<file path="src/rtl/periph_bus_arbiter_if.sv">
// Peripheral bus bundle shared by the CPU data port (m0), the debug-port
// master (m1) and the single peripheral slave port (s_*).
// Modport "master" is the arbiter's view: it owns the peripheral bus and
// answers both requesters. Modport "slave" is the surrounding environment.
interface periph_bus_arbiter_if #(
    parameter int unsigned ADDR_W = 32,
    parameter int unsigned DATA_W = 32
);
    localparam int unsigned BE_W = DATA_W / 8;

    // CPU data port (M0)
    logic              m0_req;
    logic              m0_we;
    logic [ADDR_W-1:0] m0_addr;
    logic [DATA_W-1:0] m0_wdata;
    logic [BE_W-1:0]   m0_be;
    logic              m0_ack;
    logic [DATA_W-1:0] m0_rdata;
    logic              m0_err;

    // Debug-port master (M1)
    logic              m1_req;
    logic              m1_we;
    logic [ADDR_W-1:0] m1_addr;
    logic [DATA_W-1:0] m1_wdata;
    logic [BE_W-1:0]   m1_be;
    logic              m1_ack;
    logic [DATA_W-1:0] m1_rdata;
    logic              m1_err;

    // Debug halt and ownership indication
    logic              dbg_lock;
    logic              grant_dbg;

    // Peripheral slave port
    logic              s_req;
    logic              s_we;
    logic [ADDR_W-1:0] s_addr;
    logic [DATA_W-1:0] s_wdata;
    logic [BE_W-1:0]   s_be;
    logic              s_ack;
    logic [DATA_W-1:0] s_rdata;

    modport master (
        input  m0_req, m0_we, m0_addr, m0_wdata, m0_be,
        output m0_ack, m0_rdata, m0_err,
        input  m1_req, m1_we, m1_addr, m1_wdata, m1_be,
        output m1_ack, m1_rdata, m1_err,
        input  dbg_lock,
        output grant_dbg,
        output s_req, s_we, s_addr, s_wdata, s_be,
        input  s_ack, s_rdata
    );

    modport slave (
        output m0_req, m0_we, m0_addr, m0_wdata, m0_be,
        input  m0_ack, m0_rdata, m0_err,
        output m1_req, m1_we, m1_addr, m1_wdata, m1_be,
        input  m1_ack, m1_rdata, m1_err,
        output dbg_lock,
        input  grant_dbg,
        input  s_req, s_we, s_addr, s_wdata, s_be,
        output s_ack, s_rdata
    );
endinterface

</file>
<file path="src/rtl/periph_bus_arbiter.sv">
// Two-master peripheral bus arbiter. One transaction at a time:
// IDLE samples requests, BUSY holds the slave request until ack or
// timeout, RESP returns a one-cycle ack to the owning master.
// The debug master wins unless it has starved the CPU for
// MAX_DBG_STREAK consecutive grants; dbg_lock blocks the CPU entirely.
module periph_bus_arbiter #(
    parameter int unsigned ADDR_W         = 32,
    parameter int unsigned DATA_W         = 32,
    parameter int unsigned MAX_DBG_STREAK = 4,
    parameter int unsigned TIMEOUT_CYCLES = 16
) (
    input logic                  clk,
    input logic                  reset,
    periph_bus_arbiter_if.master bus
);
    localparam int unsigned BE_W     = DATA_W / 8;
    localparam int unsigned STREAK_W = $clog2(MAX_DBG_STREAK + 1);
    localparam int unsigned TCNT_W   = $clog2(TIMEOUT_CYCLES);

    localparam logic [STREAK_W-1:0] STREAK_MAX = STREAK_W'(MAX_DBG_STREAK);
    localparam logic [TCNT_W-1:0]   TCNT_LAST  = TCNT_W'(TIMEOUT_CYCLES - 1);

    typedef enum logic [1:0] {
        IDLE,
        BUSY,
        RESP
    } state_t;

    state_t              state;
    logic                owner_m1;
    logic [STREAK_W-1:0] streak;
    logic [TCNT_W-1:0]   tcnt;

    logic                s_req_q;
    logic                s_we_q;
    logic [ADDR_W-1:0]   s_addr_q;
    logic [DATA_W-1:0]   s_wdata_q;
    logic [BE_W-1:0]     s_be_q;

    logic                m0_ack_q;
    logic [DATA_W-1:0]   m0_rdata_q;
    logic                m0_err_q;
    logic                m1_ack_q;
    logic [DATA_W-1:0]   m1_rdata_q;
    logic                m1_err_q;
    logic                grant_dbg_q;

    logic                sel_valid;
    logic                sel_m1;
    logic                sel_we;
    logic [ADDR_W-1:0]   sel_addr;
    logic [DATA_W-1:0]   sel_wdata;
    logic [BE_W-1:0]     sel_be;

    logic                busy_done;
    logic [DATA_W-1:0]   rsp_data;
    logic                rsp_err;

    // Request selection in priority order: lock, starvation guard, debug, CPU
    always_comb begin
        sel_valid = 1'b0;
        sel_m1    = 1'b0;
        if (bus.dbg_lock) begin
            sel_valid = bus.m1_req;
            sel_m1    = 1'b1;
        end else if (bus.m1_req && bus.m0_req && (streak == STREAK_MAX)) begin
            sel_valid = 1'b1;
            sel_m1    = 1'b0;
        end else if (bus.m1_req) begin
            sel_valid = 1'b1;
            sel_m1    = 1'b1;
        end else if (bus.m0_req) begin
            sel_valid = 1'b1;
            sel_m1    = 1'b0;
        end
    end

    assign sel_we    = sel_m1 ? bus.m1_we    : bus.m0_we;
    assign sel_addr  = sel_m1 ? bus.m1_addr  : bus.m0_addr;
    assign sel_wdata = sel_m1 ? bus.m1_wdata : bus.m0_wdata;
    assign sel_be    = sel_m1 ? bus.m1_be    : bus.m0_be;

    // A slave ack on the expiry cycle takes precedence over the timeout
    assign busy_done = bus.s_ack || (tcnt == TCNT_LAST);
    assign rsp_data  = bus.s_ack ? bus.s_rdata : '0;
    assign rsp_err   = ~bus.s_ack;

    // Transaction sequencer with registered bus and response outputs
    always_ff @(posedge clk or negedge reset) begin
        if (!reset) begin
            state       <= IDLE;
            owner_m1    <= 1'b0;
            streak      <= '0;
            tcnt        <= '0;
            s_req_q     <= 1'b0;
            s_we_q      <= 1'b0;
            s_addr_q    <= '0;
            s_wdata_q   <= '0;
            s_be_q      <= '0;
            m0_ack_q    <= 1'b0;
            m0_rdata_q  <= '0;
            m0_err_q    <= 1'b0;
            m1_ack_q    <= 1'b0;
            m1_rdata_q  <= '0;
            m1_err_q    <= 1'b0;
            grant_dbg_q <= 1'b0;
        end else begin
            case (state)
                IDLE: begin
                    if (sel_valid) begin
                        state       <= BUSY;
                        owner_m1    <= sel_m1;
                        grant_dbg_q <= sel_m1;
                        tcnt        <= '0;
                        s_req_q     <= 1'b1;
                        s_we_q      <= sel_we;
                        s_addr_q    <= sel_addr;
                        s_wdata_q   <= sel_wdata;
                        s_be_q      <= sel_be;
                        if (!sel_m1) begin
                            streak <= '0;
                        end else if (bus.m0_req && (streak != STREAK_MAX)) begin
                            streak <= streak + 1'b1;
                        end
                    end
                end
                BUSY: begin
                    if (busy_done) begin
                        state     <= RESP;
                        s_req_q   <= 1'b0;
                        s_we_q    <= 1'b0;
                        s_addr_q  <= '0;
                        s_wdata_q <= '0;
                        s_be_q    <= '0;
                        if (owner_m1) begin
                            m1_ack_q   <= 1'b1;
                            m1_rdata_q <= rsp_data;
                            m1_err_q   <= rsp_err;
                        end else begin
                            m0_ack_q   <= 1'b1;
                            m0_rdata_q <= rsp_data;
                            m0_err_q   <= rsp_err;
                        end
                    end else begin
                        tcnt <= tcnt + 1'b1;
                    end
                end
                RESP: begin
                    state       <= IDLE;
                    m0_ack_q    <= 1'b0;
                    m0_rdata_q  <= '0;
                    m0_err_q    <= 1'b0;
                    m1_ack_q    <= 1'b0;
                    m1_rdata_q  <= '0;
                    m1_err_q    <= 1'b0;
                    grant_dbg_q <= 1'b0;
                end
                default: begin
                    state <= IDLE;
                end
            endcase
        end
    end

    assign bus.s_req     = s_req_q;
    assign bus.s_we      = s_we_q;
    assign bus.s_addr    = s_addr_q;
    assign bus.s_wdata   = s_wdata_q;
    assign bus.s_be      = s_be_q;
    assign bus.m0_ack    = m0_ack_q;
    assign bus.m0_rdata  = m0_rdata_q;
    assign bus.m0_err    = m0_err_q;
    assign bus.m1_ack    = m1_ack_q;
    assign bus.m1_rdata  = m1_rdata_q;
    assign bus.m1_err    = m1_err_q;
    assign bus.grant_dbg = grant_dbg_q;
endmodule

</file>
<file path="src/flat_wrapper.sv">
// flat-port wrapper written by rule: the top's interface ports become plain ports
module periph_bus_arbiter_flat 
#(
    parameter int unsigned ADDR_W         = 32,
    parameter int unsigned DATA_W         = 32,
    parameter int unsigned MAX_DBG_STREAK = 4,
    parameter int unsigned TIMEOUT_CYCLES = 16
)
  (clk, reset, bus_m0_req, bus_m0_we, bus_m0_addr, bus_m0_wdata, bus_m0_be, bus_m0_ack, bus_m0_rdata, bus_m0_err, bus_m1_req, bus_m1_we, bus_m1_addr, bus_m1_wdata, bus_m1_be, bus_m1_ack, bus_m1_rdata, bus_m1_err, bus_dbg_lock, bus_grant_dbg, bus_s_req, bus_s_we, bus_s_addr, bus_s_wdata, bus_s_be, bus_s_ack, bus_s_rdata);
  periph_bus_arbiter_if #(.ADDR_W(ADDR_W), .DATA_W(DATA_W)) bus_i ();
  input logic clk;
  input logic reset;
  input wire logic [$bits(bus_i.m0_req)-1:0] bus_m0_req;
  input wire logic [$bits(bus_i.m0_we)-1:0] bus_m0_we;
  input wire logic [$bits(bus_i.m0_addr)-1:0] bus_m0_addr;
  input wire logic [$bits(bus_i.m0_wdata)-1:0] bus_m0_wdata;
  input wire logic [$bits(bus_i.m0_be)-1:0] bus_m0_be;
  output wire logic [$bits(bus_i.m0_ack)-1:0] bus_m0_ack;
  output wire logic [$bits(bus_i.m0_rdata)-1:0] bus_m0_rdata;
  output wire logic [$bits(bus_i.m0_err)-1:0] bus_m0_err;
  input wire logic [$bits(bus_i.m1_req)-1:0] bus_m1_req;
  input wire logic [$bits(bus_i.m1_we)-1:0] bus_m1_we;
  input wire logic [$bits(bus_i.m1_addr)-1:0] bus_m1_addr;
  input wire logic [$bits(bus_i.m1_wdata)-1:0] bus_m1_wdata;
  input wire logic [$bits(bus_i.m1_be)-1:0] bus_m1_be;
  output wire logic [$bits(bus_i.m1_ack)-1:0] bus_m1_ack;
  output wire logic [$bits(bus_i.m1_rdata)-1:0] bus_m1_rdata;
  output wire logic [$bits(bus_i.m1_err)-1:0] bus_m1_err;
  input wire logic [$bits(bus_i.dbg_lock)-1:0] bus_dbg_lock;
  output wire logic [$bits(bus_i.grant_dbg)-1:0] bus_grant_dbg;
  output wire logic [$bits(bus_i.s_req)-1:0] bus_s_req;
  output wire logic [$bits(bus_i.s_we)-1:0] bus_s_we;
  output wire logic [$bits(bus_i.s_addr)-1:0] bus_s_addr;
  output wire logic [$bits(bus_i.s_wdata)-1:0] bus_s_wdata;
  output wire logic [$bits(bus_i.s_be)-1:0] bus_s_be;
  input wire logic [$bits(bus_i.s_ack)-1:0] bus_s_ack;
  input wire logic [$bits(bus_i.s_rdata)-1:0] bus_s_rdata;
  assign bus_i.m0_req = bus_m0_req;
  assign bus_i.m0_we = bus_m0_we;
  assign bus_i.m0_addr = bus_m0_addr;
  assign bus_i.m0_wdata = bus_m0_wdata;
  assign bus_i.m0_be = bus_m0_be;
  assign bus_m0_ack = bus_i.m0_ack;
  assign bus_m0_rdata = bus_i.m0_rdata;
  assign bus_m0_err = bus_i.m0_err;
  assign bus_i.m1_req = bus_m1_req;
  assign bus_i.m1_we = bus_m1_we;
  assign bus_i.m1_addr = bus_m1_addr;
  assign bus_i.m1_wdata = bus_m1_wdata;
  assign bus_i.m1_be = bus_m1_be;
  assign bus_m1_ack = bus_i.m1_ack;
  assign bus_m1_rdata = bus_i.m1_rdata;
  assign bus_m1_err = bus_i.m1_err;
  assign bus_i.dbg_lock = bus_dbg_lock;
  assign bus_grant_dbg = bus_i.grant_dbg;
  assign bus_s_req = bus_i.s_req;
  assign bus_s_we = bus_i.s_we;
  assign bus_s_addr = bus_i.s_addr;
  assign bus_s_wdata = bus_i.s_wdata;
  assign bus_s_be = bus_i.s_be;
  assign bus_i.s_ack = bus_s_ack;
  assign bus_i.s_rdata = bus_s_rdata;
  periph_bus_arbiter #(.ADDR_W(ADDR_W), .DATA_W(DATA_W), .MAX_DBG_STREAK(MAX_DBG_STREAK), .TIMEOUT_CYCLES(TIMEOUT_CYCLES)) u_core (.clk(clk), .reset(reset), .bus(bus_i));
endmodule
</file>
<file path="config.mk">
export PLATFORM = sky130hd
export DESIGN_NAME = periph_bus_arbiter_flat
export DESIGN_NICKNAME = d
export VERILOG_FILES = /design/src/rtl/periph_bus_arbiter_if.sv /design/src/rtl/periph_bus_arbiter.sv /design/src/flat_wrapper.sv
export SDC_FILE = /design/constraint.sdc
export NUM_CORES = 1
export LEC_CHECK = 0
export ABC_CLOCK_PERIOD_IN_PS = 1700
export CAP_MARGIN = 20
export CORE_AREA = 2 2 124 126
export DETAILED_ROUTE_END_ITERATION = 8
export DIE_AREA = 0 0 126 128
export DONT_BUFFER_PORTS = 1
export PLACE_DENSITY_LB_ADDON = 0.15
export SYNTH_ARGS = -nofsm -noshare
export SYNTH_HDL_FRONTEND = slang
export SYNTH_SLANG_ARGS = --single-unit
</file>
<file path="constraint.sdc">
create_clock -name clk -period 1.7 [get_ports clk]
set_input_delay 0.255 -clock clk [delete_from_list [all_inputs] [get_ports clk]]
set_output_delay 0.255 -clock clk [all_outputs]
set_load 0.01 [all_outputs]
</file>
[Word level (Yosys, flattened, before mapping)]
Index checks and enable logic that the tools add are counted.
Word-level totals
  output and inout port bits: 139
  flip-flop bits (word level): 149
  logic and storage cells: 99
  input bits: 176
Cells by class
  mux-type cells: 53
  reductions and logical operators: 16
  eq/ne operators: 11
  $add $sub $neg: 2
  bitwise logic cells: 1
Operator list (number)
  2-to-1 mux 32 bit: 10
  case mux 32 bit (2 select lines): 4
  2-to-1 mux 1 bit: 20
  2-to-1 mux 4 bit: 5
  case mux 4 bit (2 select lines): 2
  AND reduction 3 bit: 5
  case mux 1 bit (2 select lines): 7
  2-to-1 mux 3 bit: 2
  != test 2 x 1 -> 1 bit (second input constant): 3
  != test 2 bit (second input constant): 3
  AND reduction 2 bit: 3
  nonzero test 2 bit: 3
  adder 4 x 1 -> 4 bit (second input constant): 1
  equality test 4 bit (second input constant): 1
  2-to-1 mux 2 bit: 2
  case mux 2 bit (2 select lines): 1
  adder 3 x 1 -> 3 bit (second input constant): 1
  equality test 3 bit (second input constant): 1
  logical AND 1 bit: 3
  != test 3 bit (second input constant): 1
  equality test 2 x 1 -> 1 bit (second input constant): 1
  equality test 2 bit (second input constant): 1
  logical NOT 2 bit: 1
  logical OR 1 bit: 1
  inverter 1 bit: 1

[Longest topological paths before layout]
Gate-level depths: netlist of run 1.
  depth in word-level cells: 7
  mapped depth: 7
  gate-level depth less buffers: 6

[Worst setup path after synthesis of run 1]
No wires, ideal clock.
  kind: register to register
  from: register u_core.tcnt[0]
  to: register u_core.tcnt[1]
  library setup time: 0.078 ns
  arrival time: 1.665 ns
  path slack: -0.043 ns
  path buffers: 1
  period minus slack after synthesis: 1.743 ns
  data required time: 1.622 ns
  stages on the path, launching flop included: 7
  cell sequence: dfrtp_1 -> ha_1 -> and3_1 -> or3_1 -> buf_2 -> or3b_1 -> a21boi_1
On the way
  word-level cells in the longest chain between the ends: 4
  elaborated cells between the ends (all ways): 7
  those cells by class: add/sub: 1; eq/ne: 2; mux: 2; reduce/logical: 2
RTL lines
  from (decl): line periph_bus_arbiter.sv:32  | logic [TCNT_W-1:0] tcnt;
  from (signal assigned): line periph_bus_arbiter.sv:145  | tcnt <= tcnt + 1'b1;
  parallel branches: the longest is 4 deep, another holds adder 4 x 1 -> 4 bit
Several ways; the timed one is not identified. The select of a mux whose other input is x is not followed.
A chain may end at the register's enable or synchronous reset.

[Final worst setup path of run 1]
  from: register u_core.streak[0]
  to: register u_core.s_addr_q[4], in the netlist u_core.bus.s_addr[4]
On the way
  word-level cells in the longest chain between the ends: 7
  elaborated cells between the ends (all ways): 11
  those cells by class: eq/ne: 2; mux: 7; reduce/logical: 2
RTL lines
  from (decl): line periph_bus_arbiter.sv:31  | logic [STREAK_W-1:0] streak;
  from (signal assigned): line periph_bus_arbiter.sv:123  | streak <= streak + 1'b1;
  equality test 3 bit *: line periph_bus_arbiter.sv:66  | end else if (bus.m1_req && bus.m0_req && (streak == STREAK_MAX)) begin
  logical AND 1 bit *: line periph_bus_arbiter.sv:66
  2-to-1 mux 1 bit: line periph_bus_arbiter.sv:66
  2-to-1 mux 1 bit: line periph_bus_arbiter.sv:63  | if (bus.dbg_lock) begin
  2-to-1 mux 32 bit: line periph_bus_arbiter.sv:79  | assign sel_addr = sel_m1 ? bus.m1_addr : bus.m0_addr;
  2-to-1 mux 32 bit: line periph_bus_arbiter.sv:110  | if (sel_valid) begin
  case mux 32 bit (2 select lines): line periph_bus_arbiter.sv:108  | case (state)
  to (signal assigned): line periph_bus_arbiter.sv:117  | s_addr_q <= sel_addr;
  to (decl): line periph_bus_arbiter.sv:36  | logic [ADDR_W-1:0] s_addr_q;
Mark *: on every way between the ends. The rest lies on a longest branch, timed or not. The select of a mux whose other input is x is not followed.

==> flow_summary.yaml, run 1 <==
cts:
  cts_tree: "yes"
  clk_latency_ps: 420
  cts_sinks: 149
  htreeDepth: 4
  clock_path_buffers: 2
  cts_root_buf: "clkbuf_16"
  clk_pin_slew_ps: 60
  cts_made_buffers: 17
global_routing:
  overflow: 0
  grt_max_degree: 150
  grt_pass1_vias: 4863
  grt_antenna_before_repair: 0
  grt_pass1_wl_um: 27400
  track_usage_pct: 21.9
min_path:
  hold_path.class: "input pin to async pin"
run_status:
  violations: "hold timing, setup timing"
  status: "complete, but fails checks"
die:
  rows: 45
  dieArea_um2: 16100
  initial_core_util_pct: 44.0
  die_w_um: 126
  chipHeight_um: 128
  coreArea_um2: 14900
  io_pins: 315
synth:
  ys_types: 39
  synth_mux_area_share_pct: 10.7
  netlist_top_cells_count: "dfrtp_1, nand2_1, mux2i_1"
  synth.top_cell.area_share_pct: 57.1
  syn_nets: 817
  netlist_top_cells_area: "dfrtp_1, mux2i_1, o22ai_1, nand2_1, nand3_1"
  synth-simple-area-share_pct: 13.2
  synthAdderAreaFrac_pct: 0.574
  yosys_warnings: 0
  dominantRegCellSynth: "dfrtp_1"
  yosysTopAreaCell: "dfrtp_1"
  postSynthCellCount: 638
  ys_seq_elements: 149
  synth.avg_cell_area_um2: 10.2
  yosysMostFrequentCell: "dfrtp_1"
  synth_top_family_by_area: "compound AO/OA/AOI/OAI gates"
  synth_area_um2: 6530
  synth_compound_area_share_pct: 14.0
  synth_xor_area_share_pct: 0
  async_reset_ff_share_pct: 100
  synth_seq_area_share_pct: 57.1
  synth_edf_count: 0
place:
  gp_congestion: 0.768
  hpwl_um: 11400
  dp_slack_ps: -165
  placed_area_um2: 6780
  port-buffer-count: 0
worst_setup_path:
  worstSetupPathType: "register to register"
  cpMaxStageDelayCell: "dfrtp_1"
  cp.required_ps: 1980
  path_max_fanout: 6
  slowest_delay_ps: 350
  cp-start-kind: "register"
  cp-end-kind: "register"
  crit_top_cell: "buf_12"
  critPathArrivalTime_ps: 2010
  crit_chain: "inv_2, ha_4, a31oi_4, buf_12, buf_12, mux2i_2, o22ai_1"
pwr:
  p_seq_share_pct: 48.1
  p_sw_w: 0.00591
  peakVddDrop_mv: 0.753
  p_int_w: 0.00939
  power_density_nw_per_um2: 1800
  total_leakage_power_nw: 3.91
  p_sw_share_pct: 38.6
  power_frac_comb_pct: 26.8
  clkPwrFrac_pct: 25.2
detailed_routing:
  avgViaCountPerCell: 5.88
  vias: 5131
  wirelength_um: 19900
  post_drt_wl_per_cell_um: 22.8
  ant_nets: 0
  drtIter0Drc: 363
  drc: 0
  drt_pass1_iterations: 5
sta:
  setup_viol: 11
  min_period_ps: 1730
  slew_headroom_pct: 46.3
  worst_slew_pin_slew_ps: 803
  finalCritPeriodShare_pct: 102
  final.setup.worst_slack_ps: -32.8
  hold_violations: 149
  maxSlewViolCount: 0
  tns_ps: -171
  fin_skew_ps: 12.4
  rsz0062_at_grt: "yes"
  fin_hold_ws_ps: -473
  fmax_mhz: 577
cells_and_area:
  antenna_cells: 0
  fin_nets: 850
  fillCellCount: 1218
  syn_to_final_growth_pct: 30.3
  fin_area_um2: 8510
  drive_gt1_share_pct: 21.5
flow_run:
  maxCapViolations: 0
==> flip-flops by register name, summed over array words and instances, names as in the netlist, 2 cells and up <==
| register | count |
|---|---|
| u_core.bus.m0_rdata | 32 |
| u_core.bus.m1_rdata | 32 |
| u_core.bus.s_addr | 32 |
| u_core.bus.s_be | 4 |
| u_core.bus.s_wdata | 32 |
| u_core.state | 2 |
| u_core.streak | 3 |
| u_core.tcnt | 4 |
==> metal layers <==
| layer | global-route usage (%) | routed length (um) | share of wire, % |
|---|---|---|---|
| met2 | 36.7 | 10500 | 53 |
| met3 | 7.97 | 1530 | 7.7 |
| met1 | 26.2 | 7420 | 37 |
| met4 | 7.63 | 405 | 2.0 |
| met5 | 0 | 0 | 0 |
==> through the flow <==
| step | util (%) | hold WS, ps | total power, W | cells |
|---|---|---|---|---|
| finish | 57.3 | -473 | 0.0153 | 872 |
| floorplan | - | -40.6 | 0.00938 | 638 |
| global placement | 45.6 | -36.6 | 0.0104 | 787 |
| detailed placement | 45.6 | -37.3 | 0.0106 | 787 |
| CTS | 52.4 | -493 | 0.0147 | 847 |
| global route | 57.3 | -506 | 0.0162 | 872 |
==> worst max-delay path, delay by kind of cell (launching register included) <==
family	cells	cell delay, ps
buf+inv	3	410
fa+ha+maj	1	160
mux	1	220
compound gates	2	440
flops	1	350
==> power by group through the flow <==
stage / logic, W / clock network, W / registers, W
floorplan: 0.00259 / 0 / 0.00679
global placement: 0.00308 / 0 / 0.00733
detailed placement: 0.00325 / 0 / 0.00735
CTS: 0.00347 / 0.00391 / 0.00730
global route: 0.00456 / 0.00408 / 0.00753
finish: 0.00410 / 0.00385 / 0.00736
==> what timing repair did <==
action,in CTS,in global routing
endpoints found under the setup margin,64,96
pin swaps,0,50
setup buffers,2,4
hold buffers,21,10
cloned,5,11
resized for setup,11,103
endpoints found under the hold margin,181,156
==> worst paths after layout <==
path,startpoint,to,slack (ps),cells past startpoint
setup / recovery,u_core.streak[0],u_core.bus.s_addr[4],-30,7
hold / removal,reset,u_core.bus.m0_rdata[1],-470,0
setup reg to reg,u_core.streak[0],u_core.bus.s_addr[4],-30,7
hold reg to reg,u_core.bus.m0_ack,u_core.bus.m0_ack,550,2
max in group asynchronous,reset,u_core.streak[1],1900,0
min in group clk,bus_m1_addr[15],u_core.bus.s_addr[15],10,2
==> kinds of logic (layout without fill, tap and decap cells) <==
family	Yosys count	count (layout)
flip-flops	149	149
multiplexers	70	70
AO/OA/AOI/OAI	156	156
adder cells (fa/ha/maj)	3	3
buffers and inverters	66	112
AND/OR/NAND/NOR	194	194
==> cells in the final DEF (no fill, tap or decap), types with 3 or more instances in the layout <==
cell and count:
o22ai_2 3, buf_6 5, clkbuf_16 25, nor2_1 5, nand3_2 30, nand3_1 37, mux2i_4 5, mux2i_1 49
buf_12 10, dlygate4sd3_1 31, nand2_1 108, buf_4 13, buf_16 5, o21ai_0 37, dfrtp_1 149, clkinv_2 4
o21ai_1 26, o21ai_2 6, o22ai_1 66, mux2i_2 16, clkinvlp_4 4, inv_1 5, bufinv_16 3
==> cell type report <==
| class | instances | area, um^2 | area share (%) |
|---|---|---|---|
| flip-flops and latches | 149 | 3730 | 43.8 |
| multi-input cells | 423 | 2900 | 34.1 |
| repair buffers | 73 | 1020 | 12.0 |
| clock buffers | 19 | 443 | 5.20 |
| well taps | 188 | 235 | 2.76 |
| clock inverters | 13 | 158 | 1.85 |
| inverters | 7 | 26.3 | 0.309 |
(Power assumes the default switching activity.)
==> run 2: changes to the inputs <==
--- a/config.mk
+++ b/config.mk
@@ -11,7 +11,6 @@
 export DETAILED_ROUTE_END_ITERATION = 8
 export DIE_AREA = 0 0 126 128
 export DONT_BUFFER_PORTS = 1
-export PLACE_DENSITY_LB_ADDON = 0.15
 export SYNTH_ARGS = -nofsm -noshare
 export SYNTH_HDL_FRONTEND = slang
 export SYNTH_SLANG_ARGS = --single-unit
==> run 2 against run 1 <==
The run still ends with hold timing, setup timing left. Total power decreased by 0.27%. First-iteration DRC count decreased by 34%. Utilization decreased by 0.084 points. Register-to-register slack about the same. Via count increased by 1.7%. Critical path type unchanged. Cell count increased by 1.6%. Global-route usage decreased by 0.40 points. Routed wire length increased by 1.4%. Clock power decreased by 4%. Final area decreased by 0.15%. Sequential power about the same. Clock skew decreased by 0.77 ps.
==> flow_summary.yaml, run 2 (same netlist as run 1, synthesis figures left out) <==
run_status:
  status: "complete, but fails checks"
  violations: "hold timing, setup timing"
cts:
  clock_path_buffers: 2
  clk_pin_slew_ps: 60
  clk_latency_ps: 420
  cts_tree: "yes"
  cts_root_buf: "clkbuf_16"
  cts_sinks: 149
  htreeDepth: 4
  cts_made_buffers: 17
worst_setup_path:
  reg2reg_slack_ps: -20
  critPathArrivalTime_ps: 2000
  path_max_fanout: 9
  cp-end-kind: "register"
  worstSetupPathType: "register to register"
  cp.required_ps: 1990
  r2r_start: "u_core.streak[1]"
  reg2regPathDepth: 8
  reg2reg_to: "u_core.bus.s_addr[19]"
  cp-start-kind: "register"
global_routing:
  track_usage_pct: 21.5
  overflow: 0
  grt_max_degree: 150
  grt_antenna_before_repair: 0
  grt_pass1_wl_um: 27100
  grt_pass1_vias: 4994
place:
  hpwl_um: 11700
  port-buffer-count: 0
  gp_congestion: 0.802
cells_and_area:
  syn_to_final_growth_pct: 30.1
  final_cell_mix: "dfrtp_1, nand2_1, o22ai_1"
  final_core_util_pct: 57.2
  fin_nets: 864
  drive_gt1_share_pct: 17.8
  antenna_cells: 0
  layout_commonest_cell: "dfrtp_1"
sta:
  rsz0062_at_grt: "yes"
  worst_slew_pin_slew_ps: 890
  final.setup.worst_slack_ps: -18.6
  maxSlewViolCount: 0
  finalCritPeriodShare_pct: 101
  fin_skew_ps: 11.6
  hold_violations: 149
  fmax_mhz: 582
  setup_viol: 1
  min_period_ps: 1720
  slew_headroom_pct: 40.5
  fin_hold_ws_ps: -474
die:
  io_pins: 315
  chipHeight_um: 128
  coreArea_um2: 14900
  initial_core_util_pct: 44.0
  rows: 45
  dieArea_um2: 16100
  die_w_um: 126
flow_run:
  maxCapViolations: 0
detailed_routing:
  post_drt_wl_per_cell_um: 22.7
  wirelength_um: 20200
  vias: 5219
  drtIter0Drc: 240
  drc: 0
  drt_pass1_iterations: 5
  avgViaCountPerCell: 5.89
  ant_nets: 0
min_path:
  hold_path.class: "input pin to async pin"
pwr:
  total_leakage_power_nw: 3.93
  peakVddDrop_mv: 0.737
  p_total_w: 0.0153
  power_density_nw_per_um2: 1800
-- run 2: cell types whose count changed in the layout (fill, tap and decap cells not counted), moves of 2 or more --
cell           change
dlygate4sd3_1     +10
clkinv_2           -3
nand3_1           +24
mux2i_4            -2
o21ai_2            -2
clkbuf_16          +3
o21ai_1            +2
buf_16             -2
nand3_2           -24
inv_6              +5
bufinv_16          -2
-- run 2: stage by stage --
step                      setup slack, ps  area, um^2  instances  setup TNS [ps]
after floorplan                     -5.56        6550        638           -5.56
after global placement               27.4        6890        795               0
after detailed placement            -59.2        6890        795           -1160
after CTS                           -7.46        7880        865           -7.63
after global routing                -83.2        8500        886           -1670
final                               -18.6        8500        886           -18.6
-- run 2: layer usage --
metal	vias up	wire (um)	global-route usage (%)
li1	2385	-	-
met1	2511	7690	26.3
met3	36	1590	6.39
met2	287	10300	35.9
met5	-	0	0
met4	0	541	8.66
-- run 2: worst max-delay path by stage --
| stage | start | end | slack, ps |
|---|---|---|---|
| 4_1_cts | u_core.streak[0] | u_core.bus.s_addr[22] | -7 |
| 2_1_floorplan | u_core.tcnt[0] | u_core.tcnt[1] | -6 |
| 6_report | u_core.streak[1] | u_core.bus.s_addr[19] | -20 |
| 5_1_grt | u_core.streak[1] | u_core.bus.s_addr[19] | -80 |
| 3_3_place_gp | u_core.tcnt[1] | u_core.bus.m0_rdata[27] | 30 |
| 3_5_place_dp | u_core.tcnt[1] | u_core.bus.m0_rdata[17] | -60 |
-- run 2: critical path: stages, from the launching register on --
cell,delay [ps]
dfrtp_1,380
inv_2,60
ha_4,170
a31oi_4,180
buf_12,140
clkbuf_16,150
clkbuf_16,160
mux2i_1,220
o22ai_1,110
-- run 2: power breakdown --
part | internal, W | switching, W
Combinational | 0.00199 | 0.00226
Sequential | 0.00517 | 0.00217
Clock | 0.00209 | 0.00159
Total | 0.00924 | 0.00602
-- run 2: what timing repair did --
| item | 4_1_cts | 5_1_grt |
|---|---|---|
| buffers inserted | 0 | 3 |
| pin swaps | 0 | 14 |
| setup endpoints to repair | 37 | 94 |
| hold endpoints to repair | 187 | 152 |
| gates resized for setup | 7 | 81 |
| hold buffers | 37 | 4 |
| cloned | 1 | 14 |
-- run 2: area by class of cell --
class                   instances  area, um^2
repair buffers                 86        1170
clock inverters                14         139
multi-input cells             424        2760
fillers                      1219        6360
flip-flops and latches        149        3730
well taps                     188         235
inverters                       7        26.3
clock buffers                  18         439
